[config.mk]
export PLATFORM = sky130hd
export DESIGN_NAME = dmg_oam_dma_flat
export DESIGN_NICKNAME = d
export VERILOG_FILES = /design/src/rtl/dmg_oam_dma_if.sv /design/src/rtl/dmg_oam_dma.sv /design/src/flat_wrapper.sv
export SDC_FILE = /design/constraint.sdc
export NUM_CORES = 1
export LEC_CHECK = 0
export ABC_AREA = 1
export BUFFER_PORTS_ARGS = -buffer_cell sky130_fd_sc_hd__clkbuf_2
export CAP_MARGIN = 15
export CORE_ASPECT_RATIO = 0.5
export CORE_MARGIN = 4
export CORE_UTILIZATION = 52
export DETAILED_ROUTE_END_ITERATION = 8
export PLACE_DENSITY = 0.84
export SLEW_MARGIN = 20
export SYNTH_ARGS = -nofsm -noshare
export SYNTH_HDL_FRONTEND = slang
export SYNTH_SLANG_ARGS = --single-unit
[constraint.sdc]
create_clock -name clk -period 4.5 [get_ports clk]
set_clock_uncertainty 0.15 [all_clocks]
set_input_delay 0.9 -clock clk [delete_from_list [all_inputs] [get_ports clk]]
set_output_delay 0.9 -clock clk [all_outputs]
set_load 0.01 [all_outputs]
[src/rtl/dmg_oam_dma_if.sv]
// Signal bundle between the OAM DMA controller and its surroundings:
// the CPU register port (FF46), the external bus arbiter and the PPU OAM write port.
//   master : the DMA controller side (drives read requests and OAM writes)
//   slave  : the environment side (CPU, arbiter/memory, OAM)
interface dmg_oam_dma_if;
  logic        reg_wr;     // CPU write strobe to FF46
  logic [7:0]  reg_wdata;  // source page high byte
  logic [7:0]  reg_rdata;  // raw last-written source byte
  logic        bus_rd;     // DMA read request
  logic [15:0] bus_addr;   // DMA read address
  logic        bus_gnt;    // arbiter grant
  logic [7:0]  bus_rdata;  // read data, valid in granted cycle
  logic        oam_we;     // OAM write strobe
  logic [7:0]  oam_addr;   // OAM byte index
  logic [7:0]  oam_wdata;  // OAM write data
  logic        dma_busy;   // transfer in progress, CPU bus blocked
  logic        dma_done;   // one-clock completion pulse

  modport master (
    input  reg_wr, reg_wdata, bus_gnt, bus_rdata,
    output reg_rdata, bus_rd, bus_addr, oam_we, oam_addr, oam_wdata,
           dma_busy, dma_done
  );

  modport slave (
    output reg_wr, reg_wdata, bus_gnt, bus_rdata,
    input  reg_rdata, bus_rd, bus_addr, oam_we, oam_addr, oam_wdata,
           dma_busy, dma_done
  );
endinterface

[src/rtl/dmg_oam_dma.sv]
// OAM DMA controller. A write to FF46 selects a source page; the block then
// copies XFER_LEN bytes from {page,00h..} into OAM, one byte every two clocks
// (READ on the external bus, then WRITE into OAM), waiting on the arbiter grant.
// Ports:
//   clk   : system clock, all state on rising edge
//   nres  : asynchronous active-low reset
//   bus   : dmg_oam_dma_if.master (register port, bus read port, OAM write port,
//           busy/done status)
module dmg_oam_dma #(
  parameter int unsigned XFER_LEN    = 160,
  parameter int unsigned START_DELAY = 2
) (
  input  logic            clk,
  input  logic            nres,
  dmg_oam_dma_if.master   bus
);

  typedef enum logic [1:0] {IDLE, DELAY, READ, WRITE} state_t;

  localparam int unsigned   DW    = (START_DELAY > 1) ? $clog2(START_DELAY) : 1;
  localparam logic [DW-1:0] DLOAD = DW'(START_DELAY - 1);
  localparam logic [7:0]    LAST  = 8'(XFER_LEN - 1);

  state_t        state_q, state_d;
  logic [7:0]    idx_q, idx_d;
  logic [DW-1:0] dcnt_q, dcnt_d;
  logic [7:0]    src_q, src_d;
  logic [7:0]    data_q, data_d;
  logic          done_q, done_d;

  logic [7:0]    src_eff;
  logic          bus_rd, oam_we;
  logic [15:0]   bus_addr;
  logic [7:0]    oam_addr, oam_wdata;

  // Echo RAM pages E0..FF alias onto WRAM C0..DF.
  assign src_eff = (src_q >= 8'hE0) ? (src_q - 8'h20) : src_q;

  always_comb begin
    state_d   = state_q;
    idx_d     = idx_q;
    dcnt_d    = dcnt_q;
    src_d     = src_q;
    data_d    = data_q;
    done_d    = 1'b0;
    bus_rd    = 1'b0;
    bus_addr  = '0;
    oam_we    = 1'b0;
    oam_addr  = '0;
    oam_wdata = '0;

    unique case (state_q)
      IDLE: ;
      DELAY: begin
        if (dcnt_q == '0) state_d = READ;
        else              dcnt_d  = dcnt_q - 1'b1;
      end
      READ: begin
        bus_rd   = 1'b1;
        bus_addr = {src_eff, idx_q};
        if (bus.bus_gnt) begin
          data_d  = bus.bus_rdata;
          state_d = WRITE;
        end
      end
      WRITE: begin
        oam_we    = 1'b1;
        oam_addr  = idx_q;
        oam_wdata = data_q;
        if (idx_q == LAST) begin
          state_d = IDLE;
          done_d  = 1'b1;
        end else begin
          idx_d   = idx_q + 8'd1;
          state_d = READ;
        end
      end
      default: state_d = IDLE;
    endcase

    // A register write overrides every transition: the strobes of the current
    // cycle still go out, but a granted read is dropped and no done is raised.
    if (bus.reg_wr) begin
      state_d = DELAY;
      src_d   = bus.reg_wdata;
      idx_d   = '0;
      dcnt_d  = DLOAD;
      data_d  = data_q;
      done_d  = 1'b0;
    end
  end

  always_ff @(posedge clk or negedge nres) begin
    if (!nres) begin
      state_q <= IDLE;
      idx_q   <= '0;
      dcnt_q  <= '0;
      src_q   <= '0;
      data_q  <= '0;
      done_q  <= 1'b0;
    end else begin
      state_q <= state_d;
      idx_q   <= idx_d;
      dcnt_q  <= dcnt_d;
      src_q   <= src_d;
      data_q  <= data_d;
      done_q  <= done_d;
    end
  end

  assign bus.reg_rdata = src_q;
  assign bus.bus_rd    = bus_rd;
  assign bus.bus_addr  = bus_addr;
  assign bus.oam_we    = oam_we;
  assign bus.oam_addr  = oam_addr;
  assign bus.oam_wdata = oam_wdata;
  assign bus.dma_busy  = (state_q != IDLE);
  assign bus.dma_done  = done_q;

endmodule

[src/flat_wrapper.sv]
// flat-port wrapper written by rule: the top's interface ports become plain ports
module dmg_oam_dma_flat 
#(
  parameter int unsigned XFER_LEN    = 160,
  parameter int unsigned START_DELAY = 2
)
  (clk, nres, bus_reg_wr, bus_reg_wdata, bus_bus_gnt, bus_bus_rdata, bus_reg_rdata, bus_bus_rd, bus_bus_addr, bus_oam_we, bus_oam_addr, bus_oam_wdata, bus_dma_busy, bus_dma_done);
  dmg_oam_dma_if bus_i ();
  input  logic clk;
  input  logic nres;
  input wire logic [$bits(bus_i.reg_wr)-1:0] bus_reg_wr;
  input wire logic [$bits(bus_i.reg_wdata)-1:0] bus_reg_wdata;
  input wire logic [$bits(bus_i.bus_gnt)-1:0] bus_bus_gnt;
  input wire logic [$bits(bus_i.bus_rdata)-1:0] bus_bus_rdata;
  output wire logic [$bits(bus_i.reg_rdata)-1:0] bus_reg_rdata;
  output wire logic [$bits(bus_i.bus_rd)-1:0] bus_bus_rd;
  output wire logic [$bits(bus_i.bus_addr)-1:0] bus_bus_addr;
  output wire logic [$bits(bus_i.oam_we)-1:0] bus_oam_we;
  output wire logic [$bits(bus_i.oam_addr)-1:0] bus_oam_addr;
  output wire logic [$bits(bus_i.oam_wdata)-1:0] bus_oam_wdata;
  output wire logic [$bits(bus_i.dma_busy)-1:0] bus_dma_busy;
  output wire logic [$bits(bus_i.dma_done)-1:0] bus_dma_done;
  assign bus_i.reg_wr = bus_reg_wr;
  assign bus_i.reg_wdata = bus_reg_wdata;
  assign bus_i.bus_gnt = bus_bus_gnt;
  assign bus_i.bus_rdata = bus_bus_rdata;
  assign bus_reg_rdata = bus_i.reg_rdata;
  assign bus_bus_rd = bus_i.bus_rd;
  assign bus_bus_addr = bus_i.bus_addr;
  assign bus_oam_we = bus_i.oam_we;
  assign bus_oam_addr = bus_i.oam_addr;
  assign bus_oam_wdata = bus_i.oam_wdata;
  assign bus_dma_busy = bus_i.dma_busy;
  assign bus_dma_done = bus_i.dma_done;
  dmg_oam_dma #(.XFER_LEN(XFER_LEN), .START_DELAY(START_DELAY)) u_core (.clk(clk), .nres(nres), .bus(bus_i));
endmodule
======== Word level (Yosys, flattened, before mapping) ========
Cells that the tools add are included.
cells by class
  $lt $le $gt $ge ......................... 1
  reductions and logical operators ........ 7
  equality and inequality tests ........... 7
  bitwise logic cells ..................... 1
  muxes and demuxes ....................... 20
  add/subtract/negate cells ............... 3
operators with widths
  kind                                                                count
  8-bit two-way mux                                                   6
  16-bit two-way mux                                                  1
  8-bit by 1-bit adder with 8-bit output, second input constant       1
  8-bit == test, second input constant                                1
  8-bit >= comparator, second input constant                          1
  1-bit two-way mux                                                   8
  2-bit two-way mux                                                   4
  8-bit by 6-bit subtractor with 8-bit output, second input constant  1
  3-bit != test, second input constant                                2
  2-bit case mux with 3 select lines                                  1
  3-bit AND reduction                                                 2
  2-bit nonzero test                                                  3
  2-bit == test, second input constant                                2
  4-bit nonzero test                                                  1
  2-bit by 1-bit == test with 1-bit output, second input constant     1
  2-bit != test, second input constant                                1
  2-bit AND reduction                                                 1
  1-bit inverter                                                      1
  1-bit subtractor, second input constant                             1
word-level totals
  register bits after elaboration ......... 28
  input port bits ......................... 20

======== Depth between registers and ports, before layout ========
  depth after elaboration ................. 4
  depth in mapped cells ................... 8
  mapped depth without buffers ............ 8

======== Worst setup path after synthesis ========
Ideal clock, no wire load.
  path type ............................... flip-flop to output port
  start point ............................. reg u_core.state_q[0]
  end point ............................... out bus_bus_addr[3]
  slack ................................... 2.098 ns
  arrival ................................. 1.352 ns
  data required time ...................... 3.450 ns
  cell stages (with the launch flop) ...... 7
  cell sequence ........................... dfrtp_1 inv_1 ha_1 buf_2 buf_1 nand2_1 inv_1
on the way
  longest elaborated chain between the ends .. 2
ends and longest elaborated chain
  item                    line                text
  from (decl)             dmg_oam_dma.sv:24   state_t state_q, state_d;
  from (signal assigned)  dmg_oam_dma.sv:102  state_q <= state_d;
  2-bit == test           dmg_oam_dma.sv:52   unique case (state_q)
  16-bit two-way mux      dmg_oam_dma.sv:52
  to (decl)               flat_wrapper.sv:17  output wire logic [$bits(bus_i.bus_addr)-1:0] bus_bus_addr;
No other way between the ends.

======== Worst setup path in the final report ========
  start point ............................. reg u_core.state_q[0]
  end point ............................... out bus_bus_addr[13]
Same word-level chain as after synthesis.

==> impl_results.md <==
* Outcome: completed
* VDD IR max at 0.308 mV
* Max-slew headroom at 48.3%
* Avg Cell Area, Syn at 7.31 µm²
* Power Density at 385 nW/µm²
* Sequential fraction of the synthesis area at 42.4%
* RR Startpoint: u_core.state_q[0]
* CTS tree: built
* Non-Filler Instances at 324
* Largest area contributor in the netlist: dfrtp_1
* H-tree depth at 1
* CTS Buf Count at 3
* Final worst-path setup slack at 1.58 ns
* GRT Total Usage at 16.8%
* R2R depth at 4
* Via density at 4.66
* Critical path peak fanout at 21
* # hold bufs at CTS at 0
* Clock transition at path regs at 0.09 ns
* RSZ-0062 raised after global routing: false
* Reg2reg end: u_core.data_q[4]
* Leading post-synthesis cells by cell area: dfrtp_1 42%, nand2_1 18%, inv_1 11%
* # Post-CTS Setup Buffers at 0
* Cell Area, Synth at 1650 µm²
* Period utilization at 64.9%
* Synth cell types at 23
* Setup Crit Path Kind: reg2out
* IO Port Bufs at 63
* Synthesized flop and latch total at 28
* Largest net degree at the start of global routing at 29
* Antenna cells at 0
* Final Hold Viols at 0
* First-pass GRT wire length at 5490 µm
* Minimum clock period at 2.92 ns
* Worst Hold Class: reg2reg
* Mapped Cells at 226
* Root Driver: clkbuf_8
* Synth top area share at 42.4%
* Max cap viols at 0
* FF-to-FF setup slack at 2.33 ns
* Most frequent cells in the layout: 80 x nand2_1, 63 x clkbuf_2, 49 x inv_1
* Max Root-Sink Buffers at 2
* Via count at 1511
* Endpoint, Worst Hold: u_core.bus.reg_rdata[0]
* Post-detailed-route DRC marker count at 0
* Design area at 2020 µm²
* Leakage Power at 0.00134 µW
* Slew Viols, Final at 0
* Post-CTS Resized at 0
* Overflow after GRT at 0
* CP Data Arrival Time at 1.87 ns
* Die height at 47.9 µm
* Syn Nets at 252
* Share of layout cells above drive strength 1 at 29.6%
* Clock sink count at 28
* Slew @ Worst Pin at 0.775 ns
* Placed cells at 320
* Vias in the first global route at 1265
* Final Util at 66.7%
* DRT antenna net count at 0
* DR WL/cell at 10.7 µm
* Worst Hold Depth at 2
* Post-place setup slack at 1.89 ns
* Setup_tns at 0 ns
* Initial antenna violation count at 0
* Most common cell after layout, fill and taps aside: nand2_1
* DIE WIDTH at 87.7 µm
* Core area at 3030 µm²
* Critical Path Sink Type: output port
* Final Setup Violations at 0
* Post-layout nets at 311
* Row count at 14
* Layout overhead on the synthesized area at 22.3%
* Detailed Route WL at 3470 µm
* Hold path start: u_core.bus.reg_rdata[0]
* Layout fillers at 265
* Syn. warnings at 0
* Fmax at 342 MHz
* CP Launch Type: flop
* Critical Path RT at 3.45 ns
* DRT iter0 DRCs at 36
* Clk_lat worst skew at 0.28 ns
* DPL Wire Length at 2720 µm
* Io pins at 64
* Initial core utilization at 54.5%
* Drt pass-1 iters at 4
* Routability Congestion at 0.823
* Dpl cell area at 1970 µm²
* Die ar. at 4200 µm²
## through the flow
step	hold slack, ns	total power, µW
final	0.357	779
after global routing	0.378	837
after CTS	0.360	792
after detailed placement	0.337	633
after global placement	0.334	620
after floorplan	0.330	544
## sequential cells by signal, summed over array words and instances, names as in the netlist
signal                count
u_core.bus.reg_rdata      8
u_core.data_q             8
u_core.idx_q              8
u_core.state_q            2
u_core.bus.dma_done       1
u_core.dcnt_q             1
## synth_stat cells
cell and instances:
nand3_1 15, nor3_1 1, xor2_1 1, nand2_1 80
mux2_2 8, o21ai_2 2, o21ai_0 5, nand4_2 1
buf_6 1, nor2_2 1, inv_1 49, o21ai_1 2
buf_1 2, a21oi_1 2, buf_2 3, nor2_1 10
clkbuf_1 1, o211ai_1 1, nand2_2 4, dfrtp_1 28
nand3_2 1, ha_1 6, buf_4 2
## worst max-delay path: stages (launching register included)
cell	delay [ns]
dfrtp_1	0.41
inv_1	0.11
ha_1	0.67
nand2_1	0.11
a21oi_1	0.15
clkbuf_2	0.15
## kinds of logic (layout without fill, tap and decap cells)
family,count (synthesis),in the layout,synth area share [%]
buf+inv,58,116,14.3
fa+ha+maj,6,6,4.54
simple gates,113,113,28.5
flops,28,28,42.4
compound gates,12,12,4.24
xor+xnor,1,1,0.530
mux,8,8,5.45
## final cells by class
type	count	area [µm²]	share of cell area, %
flip-flops and latches	28	701	34.7
clock buffers	4	55.1	2.72
well taps	40	50.0	2.48
inverters	49	184	9.10
multi-input cells	140	716	35.4
repair buffers	63	315	15.6
## worst max path at each step
stage                            from                to  slack, ns  cells after the start
floorplan           u_core.state_q[0]   bus_bus_addr[3]       2.10                      6
global placement    u_core.state_q[0]  bus_bus_addr[13]       1.98                      5
detailed placement  u_core.state_q[0]  bus_bus_addr[13]       1.89                      5
CTS                 u_core.state_q[0]  bus_bus_addr[13]       1.57                      5
global route        u_core.state_q[0]  bus_bus_addr[13]       1.40                      5
finish              u_core.state_q[0]  bus_bus_addr[13]       1.58                      5
## power breakdown
group	internal, µW	leakage [µW]	switching, µW
registers	309	0.000357	37.0
logic	109	0.000950	169
clock network	78.4	0.0000288	76.7
total	496	0.00134	283
## layer usage
| metal | vias up | routed length [µm] | track usage, % |
|---|---|---|---|
| met5 | - | 0 | 0 |
| met4 | 0 | 25 | 2.75 |
| met3 | 4 | 203 | 4.64 |
| li1 | 784 | - | - |
| met1 | 686 | 1620 | 22.7 |
| met2 | 37 | 1620 | 28.1 |
Power figures use the tool's default switching activity.
